$ cat config.mk
export PLATFORM = sky130hd
export DESIGN_NAME = multdiv_iter_ctrl
export DESIGN_NICKNAME = d
export VERILOG_FILES = /design/src/rtl/multdiv_iter_ctrl_pkg.sv /design/src/rtl/multdiv_iter_ctrl_iter_down_counter.sv /design/src/rtl/multdiv_iter_ctrl.sv
export SDC_FILE = /design/constraint.sdc
export NUM_CORES = 1
export LEC_CHECK = 0
export CAP_MARGIN = 20
export CORE_ASPECT_RATIO = 0.75
export CORE_MARGIN = 2
export CORE_UTILIZATION = 40
export DETAILED_ROUTE_END_ITERATION = 10
export HOLD_SLACK_MARGIN = 0.08
export PLACE_DENSITY = 0.59
export REMOVE_ABC_BUFFERS = 1
export SLEW_MARGIN = 30
export SYNTH_ARGS = -nofsm -noshare
export SYNTH_HDL_FRONTEND = slang
export SYNTH_HIERARCHICAL = 1
export SYNTH_SLANG_ARGS = --single-unit
$ cat constraint.sdc
create_clock -name clock -period 5.15 [get_ports clock]
set_input_delay 0.515 -clock clock [delete_from_list [all_inputs] [get_ports clock]]
set_output_delay 0.515 -clock clock [all_outputs]
set_load 0.05 [all_outputs]
$ cat src/rtl/multdiv_iter_ctrl_pkg.sv
// ---------------------------------------------------------------------------
// multdiv_iter_ctrl_pkg
// Shared definitions for the iterative multiply/divide unit: controller
// state encodings, operation codes and the default operand/counter widths.
// No ports (package).
// ---------------------------------------------------------------------------
package multdiv_iter_ctrl_pkg;

  // Default operand width and the matching iteration counter width.
  // The counter only has to hold WIDTH-1, so clog2(WIDTH) bits suffice.
  localparam int DEFAULT_WIDTH = 32;
  localparam int DEFAULT_CNT_W = 5;

  // Controller states. The encodings are fixed so that a bus analyser or a
  // debug readout sees the same values across builds.
  typedef enum logic [1:0] {
    IDLE = 2'b00,
    RUN  = 2'b01,
    FIX  = 2'b10,
    DONE = 2'b11
  } state_t;

  // Operation latched at start time.
  typedef enum logic {
    OP_MULT = 1'b0,
    OP_DIV  = 1'b1
  } op_t;

endpackage

$ cat src/rtl/multdiv_iter_ctrl_iter_down_counter.sv
// ---------------------------------------------------------------------------
// iter_down_counter
// Loadable down-counter that paces the iterative multiply/divide steps.
// Ports:
//   clock    - rising-edge clock
//   reset    - synchronous active-high reset, clears the count to 0
//   load     - load load_val (has priority over en)
//   load_val - value to load
//   en       - decrement by one
//   count    - current count
//   zero     - high while count is 0
// ---------------------------------------------------------------------------
module iter_down_counter
  import multdiv_iter_ctrl_pkg::*;
#(
  parameter int CNT_W = DEFAULT_CNT_W
) (
  input  logic             clock,
  input  logic             reset,
  input  logic             load,
  input  logic [CNT_W-1:0] load_val,
  input  logic             en,
  output logic [CNT_W-1:0] count,
  output logic             zero
);

  logic [CNT_W-1:0] r_count;

  // The count register. A load always wins over a decrement so the
  // controller can restart the sequence without first waiting for zero.
  // The controller stops enabling the counter once it reaches zero, so the
  // decrement never wraps.
  always_ff @(posedge clock) begin
    if (reset) begin
      r_count <= '0;
    end else if (load) begin
      r_count <= load_val;
    end else if (en) begin
      r_count <= r_count - CNT_W'(1);
    end
  end

  assign count = r_count;
  assign zero  = (r_count == '0);

endmodule

$ cat src/rtl/multdiv_iter_ctrl.sv
// ---------------------------------------------------------------------------
// multdiv_iter_ctrl
// Iterative signed multiply/divide unit. A single-cycle ctrl_MULT/ctrl_DIV
// pulse in IDLE captures the operands; the unit then runs WIDTH shift-add
// (multiply) or restoring-divide steps on the operand magnitudes, applies
// the result sign in one FIX cycle and raises data_resultRDY for one cycle.
// Ports:
//   clock          - rising-edge clock
//   reset          - synchronous active-high reset, aborts any operation
//   ctrl_MULT      - start multiply (sampled only in IDLE, wins over DIV)
//   ctrl_DIV       - start divide (sampled only in IDLE)
//   data_operandA  - multiplicand / dividend, two's complement
//   data_operandB  - multiplier / divisor, two's complement
//   data_result    - product low word or quotient, held until next DONE
//   data_exception - multiply overflow, divide overflow or divide-by-zero
//   data_resultRDY - one-cycle result-valid strobe
//   busy           - high from the cycle after capture through the RDY cycle
// ---------------------------------------------------------------------------
module multdiv_iter_ctrl
  import multdiv_iter_ctrl_pkg::*;
#(
  parameter int WIDTH = DEFAULT_WIDTH,
  parameter int CNT_W = DEFAULT_CNT_W
) (
  input  logic             clock,
  input  logic             reset,
  input  logic             ctrl_MULT,
  input  logic             ctrl_DIV,
  input  logic [WIDTH-1:0] data_operandA,
  input  logic [WIDTH-1:0] data_operandB,
  output logic [WIDTH-1:0] data_result,
  output logic             data_exception,
  output logic             data_resultRDY,
  output logic             busy
);

  state_t             r_state;
  state_t             w_nextState;
  op_t                r_op;
  logic               r_sign;
  logic [WIDTH-1:0]   r_absA;
  logic [WIDTH-1:0]   r_absB;
  logic [2*WIDTH-1:0] r_prod;
  logic [WIDTH-1:0]   r_result;
  logic               r_exception;

  logic               w_start;
  op_t                w_startOp;
  logic               w_divByZero;
  logic [WIDTH-1:0]   w_absA;
  logic [WIDTH-1:0]   w_absB;
  logic               w_cntLoad;
  logic               w_cntEn;
  logic [CNT_W-1:0]   w_count;
  logic               w_cntZero;
  logic [WIDTH:0]     w_mulSum;
  logic [WIDTH:0]     w_divTrial;
  logic [2*WIDTH-1:0] w_stepMul;
  logic [2*WIDTH-1:0] w_stepDiv;
  logic [2*WIDTH-1:0] w_signedProd;
  logic               w_mulOverflow;
  logic               w_divOverflow;

  // Start decode. Multiply takes priority when both pulses arrive together.
  assign w_start     = ctrl_MULT | ctrl_DIV;
  assign w_startOp   = ctrl_MULT ? OP_MULT : OP_DIV;
  assign w_divByZero = (w_startOp == OP_DIV) && (data_operandB == '0);

  // Operand magnitudes. The most-negative value maps to 2^(WIDTH-1), which
  // still fits as an unsigned WIDTH-bit number.
  assign w_absA = data_operandA[WIDTH-1] ? (~data_operandA + WIDTH'(1)) : data_operandA;
  assign w_absB = data_operandB[WIDTH-1] ? (~data_operandB + WIDTH'(1)) : data_operandB;

  // Multiply step on the {high, low} product pair: the multiplier sits in the
  // low half and is consumed from bit 0. The WIDTH+1-bit sum keeps the carry,
  // which becomes the new top bit after the right shift.
  assign w_mulSum  = {1'b0, r_prod[2*WIDTH-1:WIDTH]} + (r_prod[0] ? {1'b0, r_absA} : '0);
  assign w_stepMul = {w_mulSum, r_prod[WIDTH-1:1]};

  // Restoring divide step on the {remainder, quotient} pair. The shifted
  // remainder is below 2*|B|, so the WIDTH+1-bit difference cannot overflow
  // and its top bit is a valid sign.
  assign w_divTrial = r_prod[2*WIDTH-1:WIDTH-1] - {1'b0, r_absB};
  assign w_stepDiv  = w_divTrial[WIDTH]
                    ? {r_prod[2*WIDTH-2:0], 1'b0}
                    : {w_divTrial[WIDTH-1:0], r_prod[WIDTH-2:0], 1'b1};

  // Sign fix-up shared by both operations: the low word of the negated
  // double-width value is also the negated quotient.
  assign w_signedProd  = r_sign ? (~r_prod + (2*WIDTH)'(1)) : r_prod;
  assign w_mulOverflow = (w_signedProd[2*WIDTH-1:WIDTH] != {WIDTH{w_signedProd[WIDTH-1]}});
  // A positive quotient with its top bit set only arises from
  // most-negative / -1; the low word is then the most-negative value.
  assign w_divOverflow = ~r_sign & r_prod[WIDTH-1];

  // Iteration counter: loaded with WIDTH-1 at start so that RUN spans
  // exactly WIDTH cycles, and held once it reaches zero.
  iter_down_counter #(
    .CNT_W (CNT_W)
  ) u_counter (
    .clock    (clock),
    .reset    (reset),
    .load     (w_cntLoad),
    .load_val (CNT_W'(WIDTH - 1)),
    .en       (w_cntEn),
    .count    (w_count),
    .zero     (w_cntZero)
  );

  // State register for the controller.
  always_ff @(posedge clock) begin
    if (reset) begin
      r_state <= IDLE;
    end else begin
      r_state <= w_nextState;
    end
  end

  // Next-state and control outputs. Start pulses are only looked at in IDLE,
  // so anything arriving while busy is simply dropped. Divide-by-zero skips
  // the iterations and reports straight away.
  always_comb begin
    w_nextState    = r_state;
    data_resultRDY = 1'b0;
    busy           = 1'b0;
    w_cntLoad      = 1'b0;
    w_cntEn        = 1'b0;
    case (r_state)
      IDLE: begin
        if (w_start) begin
          w_cntLoad   = 1'b1;
          w_nextState = w_divByZero ? DONE : RUN;
        end
      end
      RUN: begin
        busy    = 1'b1;
        w_cntEn = (w_count != '0);
        if (w_cntZero) begin
          w_nextState = FIX;
        end
      end
      FIX: begin
        busy        = 1'b1;
        w_nextState = DONE;
      end
      DONE: begin
        busy           = 1'b1;
        data_resultRDY = 1'b1;
        w_nextState    = IDLE;
      end
      default: begin
        w_nextState = IDLE;
      end
    endcase
  end

  // Datapath registers. Capture happens in IDLE, one arithmetic step per RUN
  // cycle, and the visible result/exception only change on the edge that
  // enters DONE, so they hold steady between operations.
  always_ff @(posedge clock) begin
    if (reset) begin
      r_op        <= OP_MULT;
      r_sign      <= 1'b0;
      r_absA      <= '0;
      r_absB      <= '0;
      r_prod      <= '0;
      r_result    <= '0;
      r_exception <= 1'b0;
    end else begin
      case (r_state)
        IDLE: begin
          if (w_start) begin
            r_op   <= w_startOp;
            r_sign <= data_operandA[WIDTH-1] ^ data_operandB[WIDTH-1];
            r_absA <= w_absA;
            r_absB <= w_absB;
            r_prod <= (w_startOp == OP_MULT) ? {{WIDTH{1'b0}}, w_absB}
                                             : {{WIDTH{1'b0}}, w_absA};
            if (w_divByZero) begin
              r_result    <= '0;
              r_exception <= 1'b1;
            end
          end
        end
        RUN: begin
          r_prod <= (r_op == OP_MULT) ? w_stepMul : w_stepDiv;
        end
        FIX: begin
          r_result    <= w_signedProd[WIDTH-1:0];
          r_exception <= (r_op == OP_MULT) ? w_mulOverflow : w_divOverflow;
        end
        default: begin
        end
      endcase
    end
  end

  assign data_result    = r_result;
  assign data_exception = r_exception;

endmodule

* Word level (Yosys, flattened, before mapping)
Index checks and enable logic that the tools add are counted.
** Storage, ports and cells
- Bits in registers :: 170
- Output and inout port bits :: 35
** Cells by class
- Add/subtract/negate cells :: 6
- Equality and inequality tests :: 7
- Multiplexer cells :: 28
- Bitwise operators :: 7
- Reduce and logical (&&, ||, !) cells :: 13
** Operators by type and width (number)
- $mux 64 :: 4
- $mux 32 :: 6
- $pmux 64 s2 :: 1
- $add 32x1->32 const B :: 2
- $add 64x1->64 const B :: 1
- $not 32->32 :: 2
- $not 64->64 :: 1
- $pmux 32 s2 :: 1
- $add 32x32->33 :: 1
- $sub 33x32->33 :: 1
- $logic_not 32->1 :: 1
- $ne 32x32->1 :: 1
- $mux 5 :: 2
- $mux 1 :: 9
- $pmux 2 s4 :: 1
- $mux 2 :: 3
- $reduce_and 2->1 :: 3
- $reduce_bool 2->1 :: 3
- $logic_not 5->1 :: 1
- $reduce_bool 5->1 :: 1
- $sub 5x1->5 const B :: 1
- $eq 2x2->1 const B :: 2
- $ne 2x2->1 const B :: 2
- $reduce_and 3->1 :: 1
- other kinds (10) :: 10

* Depth between registers and ports, before layout
Gate-level depths: netlist of run 1.
- Word-level depth :: 6
- Gate-level depth with buffers :: 16
- Depth with buffers taken out :: 14

* Modules after synthesis
The synthesis of run 1 kept the hierarchy.
** By module, submodules not included
- multdiv_iter_ctrl :: times used 1, cells each 1838, area an instance 13670.6 um2, sequential area each 3303.2 um2
- iter_down_counter :: times used 1, cells each 32, area an instance 281.5 um2, sequential area each 100.1 um2

* Worst setup path after synthesis of run 1
OpenSTA, ideal clock, no wires.
- Kind :: flip-flop to flip-flop
- From :: reg r_prod[31]
- To :: reg r_prod[43]
- Library setup time :: 74 ps
- Arrival time :: 3754 ps
- Data required time :: 5076 ps
- Path slack :: 1322 ps
- Stages on the path, launching flop included :: 16
- Period minus slack after synthesis :: 3828 ps
- Cells stage by stage :: dfxtp_1 clkbuf_1 inv_1 ha_1 inv_1 fa_1 a211o_1 a2111oi_0 nor4b_1 o21ai_0 a21oi_1 a311oi_1 clkbuf_1 clkbuf_1 a21oi_1 o21ai_0
** On the way
- Cells in the longest elaborated chain, start to end :: 4
** RTL lines
- from (decl) :: line multdiv_iter_ctrl.sv:43 : logic [2*WIDTH-1:0] r_prod;
- from (signal assigned) :: line multdiv_iter_ctrl.sv:177 : r_prod <= (w_startOp == OP_MULT) ? {{WIDTH{1'b0}}, w_absB}
- from (signal assigned) :: line multdiv_iter_ctrl.sv:186 : r_prod <= (r_op == OP_MULT) ? w_stepMul : w_stepDiv;
- $sub 33x32->33 :: line multdiv_iter_ctrl.sv:83 : assign w_divTrial = r_prod[2*WIDTH-1:WIDTH-1] - {1'b0, r_absB};
- $mux 64 :: line multdiv_iter_ctrl.sv:85 : ? {r_prod[2*WIDTH-2:0], 1'b0}
- $mux 64 :: line multdiv_iter_ctrl.sv:186
- $pmux 64 s2 :: line multdiv_iter_ctrl.sv:170 : case (r_state)
Every way passes these cells.
A chain may end at the register's enable or synchronous reset.

* Worst setup path in the final report of run 1
- From :: reg r_prod[31]
- To :: reg r_prod[44]
Same word-level chain as after synthesis.

==> summary.md, run 1 <==
| Metric | Value |
|---|---|
| Crit-path cells | inv_1, ha_1, inv_1, fa_1, a211o_1, a2111oi_0, nor4b_1, o21ai_0, a21oi_1, a311oi_4, buf_4, buf_4, mux2i_1, o21ai_0 |
| CP Capture Type | flop |
| Final Cell Area | 0.01596 mm^2 |
| Tmin final | 4.549 ns |
| GR Util met2 | 37.46% |
| Placed cell areas | 0.01532 mm^2 |
| RSZ-0062 raised after global routing | false |
| Clk_lat worst skew | 0.46 ns |
| Layout cells sized above 1 | 6.315% |
| Area delta synth->final | 14.38% |
| Slew headroom | 24.49% |
| Status | complete, no violations |
| Leakage power | 6.094 nW |
| Fill cells | 3508 |
| Global route total overflow | 0 |
| Max Cap Viol | 0 |
| Number of synthesized register bits | 170 |
| Placer Congestion | 0.9813 |
| Most common cell after layout, fill and taps aside | nor2_1 |
| Final core occ | 46.19% |
| Max IR drop VDD | 0.0004340 V |
| Vias | 14240 |
| Finish-stage setup viols | 0 |
| CP Max Fanout | 27 |
| Post-synth EDFFs | 0 |
| Period Utilization, post-route | 88.33% |
| Top cells by area, synth | dfxtp_1 (24%), nor2_1 (6.6%), ha_1 (6.5%), xnor2_1 (6.2%), a211oi_1 (4.7%) |
| Synth unique cells | 81 |
| TritonCTS Buffers | 17 |
| Post-layout nets | 2046 |
| Maximum buffer depth of the clock tree | 2 |
| Type of the tightest min-delay check | input pin to flop |
| Drc violations | 0 |
| Core Rows | 59 |
| First-pass GRT wire length | 75.37 mm |
| Core area | 0.03455 mm^2 |
| Max Fclk | 0.2198 GHz |
| Initial DRT Pass Iterations | 7 |
| Clock Skews | 0.01248 ns |
| Routed len/inst | 20.45 um |
| IO Port Bufs | 102 |
| Ys flop type | dfxtp_1 |
| Detailed Route WL | 48.56 mm |
| Cell family with most CP delay | compound AO/OA/AOI/OAI gates |
| Root Buffer | clkbuf_16 |
| Max stage delay cell, worst path | a2111oi_0 |
| Most Crowded Layer GR | met1 |
| Die area | 0.03641 mm^2 |
| Initial antenna violation count | 2 |
| Largest net degree at the start of global routing | 84 |
| PwrDens | 473.1 mW/mm^2 |
| Mapped Area | 0.01395 mm^2 |
| Initial Utilization | 40.38% |
| Yosys warning total | 6 |
| Die height | 165.7 um |
| Critical path startpoint category | flop |
| WP data required | 5.48 ns |
| Fin. Hold Viols | 0 |
| Worst Setup Path Type | flop to flop |
| Area leader, netlist | dfxtp_1 |
| Via/cell ratio | 5.998 |
| Clock-pin slew on the worst setup and hold paths | 0.07 ns |
| Arr. time, crit path | 4.88 ns |
| Die width | 219.7 um |
| CP peak stage delay | 0.57 ns |
| Resize count post-CTS | 0 |
| Number of global-route vias before repair | 13018 |
| Top-area cell type share of the netlist area | 24.39% |
| Post-CTS Hold Buffers | 0 |
| WP buf/inv | 4 |
| Cell count after synthesis | 1870 |
| Sequential area share after synthesis | 24.39% |
| H-tree depth | 4 |
| Total setup buffers inserted after CTS | 0 |
| Post-route ant nets | 0 |
| Global Route met1 Usage | 39.35% |
| Most frequent cells in the layout | nor2_1 (243), dfxtp_1 (168), nand2_1 (130) |
| Clock Sinks | 170 |
| Slew @ Worst Pin | 1.122 ns |
| Avg Cell Area, Syn | 7.461 um^2 |
| Post-DP HPWL | 36.50 mm |
| Ys async rst share | 0% |
| GRT Total Usage | 26.45% |
| Global routing usage on met3 | 5.952% |
| First DRT Iteration DRCs | 1450 |
| I/O pin total | 103 |
| Max-slew violations | 0 |
| TritonCTS clock tree | built |
==> logic make-up (layout without fill, tap and decap cells) <==
family | Yosys count | count (layout) | synth area share, %
flip-flops | 170 | 170 | 24.39
AO/OA/AOI/OAI | 541 | 541 | 25.76
multiplexers | 50 | 50 | 3.749
buffers and inverters | 191 | 233 | 5.327
adder cells (fa/ha/maj) | 75 | 75 | 6.834
XOR/XNOR | 166 | 166 | 10.42
other | 1 | 6 | 0.02688
AND/OR/NAND/NOR | 676 | 676 | 23.50
==> registers in the layout, summed over array words and instances, names as in the netlist <==
register	count
data_exception	1
r_op	1
r_state	2
u_counter/count	5
r_sign	1
data_result	32
r_prod	64
r_absB	32
r_absA	32
==> through the flow <==
step	power, mW	std cells	hold slack (ns)	setup TNS [ns]	setup slack (ns)
5_1_grt	8.088	2373	0.3088	0	0.2402
3_5_place_dp	6.082	2340	0.4438	0	0.7026
2_1_floorplan	4.863	1752	0.4257	-58.77	-1.738
4_1_cts	7.493	2372	0.2817	0	0.6638
3_3_place_gp	6.032	2340	0.4398	0	0.7763
6_report	7.550	2374	0.3088	0	0.6011
==> worst register-to-register path, stage by stage, from the launching register on <==
cell and delay, ns:
dfxtp_1 0.45, inv_1 0.25, ha_1 0.21, inv_1 0.05, fa_1 0.42, a211o_1 0.31
a2111oi_0 0.57, nor4b_1 0.17, o21ai_0 0.46, a21oi_1 0.24, a311oi_4 0.35, buf_4 0.35
buf_4 0.31, mux2i_1 0.22, o21ai_0 0.08
==> cells in the mapped netlist, types with 13 or more instances <==
library cell    n
a21o_1         24
xnor2_1        99
nor4_1         13
xor2_1         67
o21a_1         15
nor2_1        245
or3_1          22
o21ai_0       109
o41ai_1        16
a21oi_1       119
dfxtp_1       170
a211oi_1       87
nor3_1         73
nand2b_1       18
ha_1           73
mux2i_1        32
clkbuf_1      109
mux2_2         18
inv_1          67
nand3_1        44
or4_1          14
a22oi_1        38
o31ai_1        32
nand4_1        21
nand2_1       130
and2_1         36
==> layer usage <==
layer	routed length, um	part of all wire [%]
met1	23390	48
met4	1266	2.6
met3	3765	7.8
met2	20130	41
met5	0	0
==> final cells by class <==
cell class	instances	area (um^2)	share of cell area [%]
clock buffers	21	470.5	2.948
well taps	457	571.8	3.583
inverters	69	260.3	1.631
multi-input cells	1513	9854	61.75
flip-flops and latches	170	3406	21.34
clock inverters	11	133.9	0.8390
repair buffers	132	1259	7.888
diodes	1	2.502	0.01568
==> report_power, final <==
group / leakage, nW / switching, mW / internal [mW]
sequential: 1.40 / 0.470 / 1.64
clock: 0.300 / 0.622 / 0.762
combinational: 4.40 / 2.50 / 1.56
total: 6.09 / 3.59 / 3.96
==> path summary, 6_finish.rpt <==
check,cells past startpoint,endpoint,start,slack [ns]
worst max-delay path,14,r_prod[44],r_prod[31],0.60
worst min-delay path,2,r_absB[25],reset,0.31
worst max register to register,14,r_prod[44],r_prod[31],0.60
worst min register to register,2,data_result[9],data_result[9],0.45
No activity file was read; power rests on OpenSTA's default activity.
==> run 2, diff against run 1 <==
- SLEW_MARGIN: 30 -> unset
==> summary.md, run 2 (synthesis gave the netlist of run 1 again) <==
| Metric | Value |
|---|---|
| Core area | 0.03455 mm^2 (unchanged) |
| Layout cells sized above 1 | 6.266% (-0.049 points) |
| Vias | 14228 (-0.084%) |
| Hold Crit Endpoint | r_absA[24] |
| PwrDens | 472.3 mW/mm^2 (-0.17%) |
| Total setup buffers inserted after CTS | 0 (unchanged) |
| Die width | 219.7 um (unchanged) |
| Die height | 165.7 um (unchanged) |
| Clock-pin slew on the worst setup and hold paths | 0.07 ns (about the same) |
| Period Utilization, post-route | 87.37% (-0.96 points) |
| TritonCTS Buffers | 17 (unchanged) |
| Post-route ant nets | 0 (unchanged) |
| DP Worst Slack | 0.7026 ns (unchanged) |
| WHS Path Cells | 2 (unchanged) |
| Most frequent cells in the layout | nor2_1 (243), dfxtp_1 (168), nand2_1 (130) |
| Max IR drop VDD | 0.0004314 V (-0.60%) |
| WP buf/inv | 4 (unchanged) |
| FF-to-FF path depth | 14 (unchanged) |
| Internal power | 3.944 mW (-0.43%) |
| CP Capture Type | flop |
| Post-DP HPWL | 36.50 mm (unchanged) |
| Status | complete, no violations |
| Leakage power | 6.082 nW (-0.20%) |
| H-tree depth | 4 (unchanged) |
| GRT Total Usage | 26.45% (unchanged) |
| CP peak stage delay | 0.58 ns (about the same) |
| First-pass GRT wire length | 75.37 mm (unchanged) |
| Finish-stage setup viols | 0 (unchanged) |
| Fill cells | 3508 (unchanged) |
| Post-CTS Hold Buffers | 0 (unchanged) |
| Maximum buffer depth of the clock tree | 2 (unchanged) |
| TritonCTS clock tree | built |
| Core Rows | 59 (unchanged) |
| Max-slew violations | 0 (unchanged) |
| Max FFs per register | 64 (unchanged) |
| HP Start | reset |
| Clk_lat worst skew | 0.46 ns (about the same) |
| Most common cell after layout, fill and taps aside | nor2_1 |
| Resize count post-CTS | 0 (unchanged) |
| Max stage delay cell, worst path | a2111oi_0 |
| CP Max Fanout | 27 (unchanged) |
| Global route total overflow | 0 (unchanged) |
| Setup TNS | 0 ns (unchanged) |
| Number of global-route vias before repair | 13018 (unchanged) |
| Fin. Hold Viols | 0 (unchanged) |
| Max Fclk | 0.2223 GHz (+1.1%) |
| Placer Congestion | 0.9813 (unchanged) |
| Slew headroom | 29.26% (+4.8 points) |
| I/O pin total | 103 (unchanged) |
| Drc violations | 0 (unchanged) |
| Final Cell Area | 0.01593 mm^2 (-0.16%) |
| Tmin final | 4.499 ns (-0.04957 ns) |
| First DRT Iteration DRCs | 1524 (+5.1%) |
| Critical path startpoint category | flop |
| Slew @ Worst Pin | 1.051 ns (-0.07090 ns) |
| Worst r2r src | r_prod[31] |
| Cell family with most CP delay | compound AO/OA/AOI/OAI gates |
| Initial DRT Pass Iterations | 8 (+1) |
| Clock Sinks | 170 (unchanged) |
| Placed Instances | 2340 (unchanged) |
| Initial antenna violation count | 2 (unchanged) |
| Initial Utilization | 40.38% (unchanged) |
| Type of the tightest min-delay check | input pin to flop |
| Via/cell ratio | 5.993 (about the same) |
| WP data required | 5.49 ns (about the same) |
| Post-layout nets | 2045 (-0.049%) |
| Sw Ratio | 47.59% (+0.057 points) |
| Flop pwr share | 28.1% (about the same) |
| Net Switching | 3.581 mW (-0.21%) |
| Max Cap Viol | 0 (unchanged) |
| RR Endpoint | r_prod[44] |
| Largest Register | r_prod |
| Area delta synth->final | 14.20% |
| Placed cell areas | 0.01532 mm^2 (unchanged) |
| Root Buffer | clkbuf_16 |
| Worst Setup Path Type | flop to flop |
| IO Port Bufs | 102 (unchanged) |
| Clk network pwr share | 18.4% (about the same) |
| Comb pwr share | 53.5% (-0.2 points) |
| Detailed Route WL | 48.44 mm (-0.23%) |
| Routed len/inst | 20.41 um (-0.23%) |
| Non-filler cells, final | 2374 (unchanged) |
| Reg-to-reg setup timing slack | 0.65 ns (+0.05 ns) |
| Die area | 0.03641 mm^2 (unchanged) |
| Crit-path cells | inv_1, ha_1, inv_1, fa_1, a211o_1, a2111oi_0, nor4b_1, o21ai_0, a21oi_1, a311oi_4, buf_4, buf_4, mux2i_1, o21ai_0 |
| Largest net degree at the start of global routing | 84 (unchanged) |
| Clock Skews | 0.01642 ns (+0.003943 ns) |
| Arr. time, crit path | 4.84 ns (-0.04 ns) |
| Fin Hold WS | 0.3109 ns (+0.002140 ns) |
| RSZ-0062 raised after global routing | false |
| Final setup margin | 0.6507 ns (+0.04957 ns) |
run 2: cell types whose count changed in the layout (fill, tap and decap cells not counted), sizes merged:
cell / delta
diode: +1
buf: -1
run 2: final cells by class:
class                           count  area (um^2)  share of cell area, %
Multi-Input combinational cell   1513         9854                  61.85
Sequential cell                   170         3406                  21.38
Timing Repair Buffer              131         1231                  7.727
Tap cell                          457        571.8                  3.589
Clock buffer                       21        470.5                  2.953
Inverter                           69        260.3                  1.633
Clock inverter                     11        133.9                 0.8403
Antenna cell                        2        5.005                0.03141
run 2: worst max-delay path by stage:
| stage | from | end | slack, ns | depth (start not counted) |
|---|---|---|---|---|
| final | r_prod[31] | r_prod[44] | 0.65 | 14 |
| after global routing | r_prod[31] | r_prod[42] | 0.24 | 16 |
| after CTS | r_prod[31] | r_prod[44] | 0.66 | 14 |
| after detailed placement | r_prod[31] | r_prod[44] | 0.70 | 14 |
| after global placement | r_prod[31] | r_prod[44] | 0.78 | 14 |
| after floorplan | r_prod[31] | r_prod[61] | -1.74 | 13 |
run 2: through the flow:
step	utilization, %	total power, mW
after floorplan	-	4.863
after global placement	44.35	6.032
after detailed placement	44.35	6.082
after CTS	46.10	7.493
after global routing	46.10	8.066
final	46.12	7.525
run 2: power groups by stage:
stage / Combinational [mW] / Clock [mW] / Sequential, mW
CTS: 3.99 / 1.41 / 2.10
detailed placement: 3.96 / 0 / 2.12
global placement: 3.92 / 0 / 2.12
global route: 4.44 / 1.46 / 2.16
floorplan: 2.85 / 0 / 2.01
finish: 4.03 / 1.39 / 2.11
run 2: per-layer routing:
metal / track usage (%) / vias up / wire length (um)
met5: 0 / - / 0
met4: 8.258 / 0 / 1278
met2: 37.46 / 476 / 20130
met3: 5.952 / 64 / 3755
met1: 39.35 / 6843 / 23280
li1: - / 6845 / -
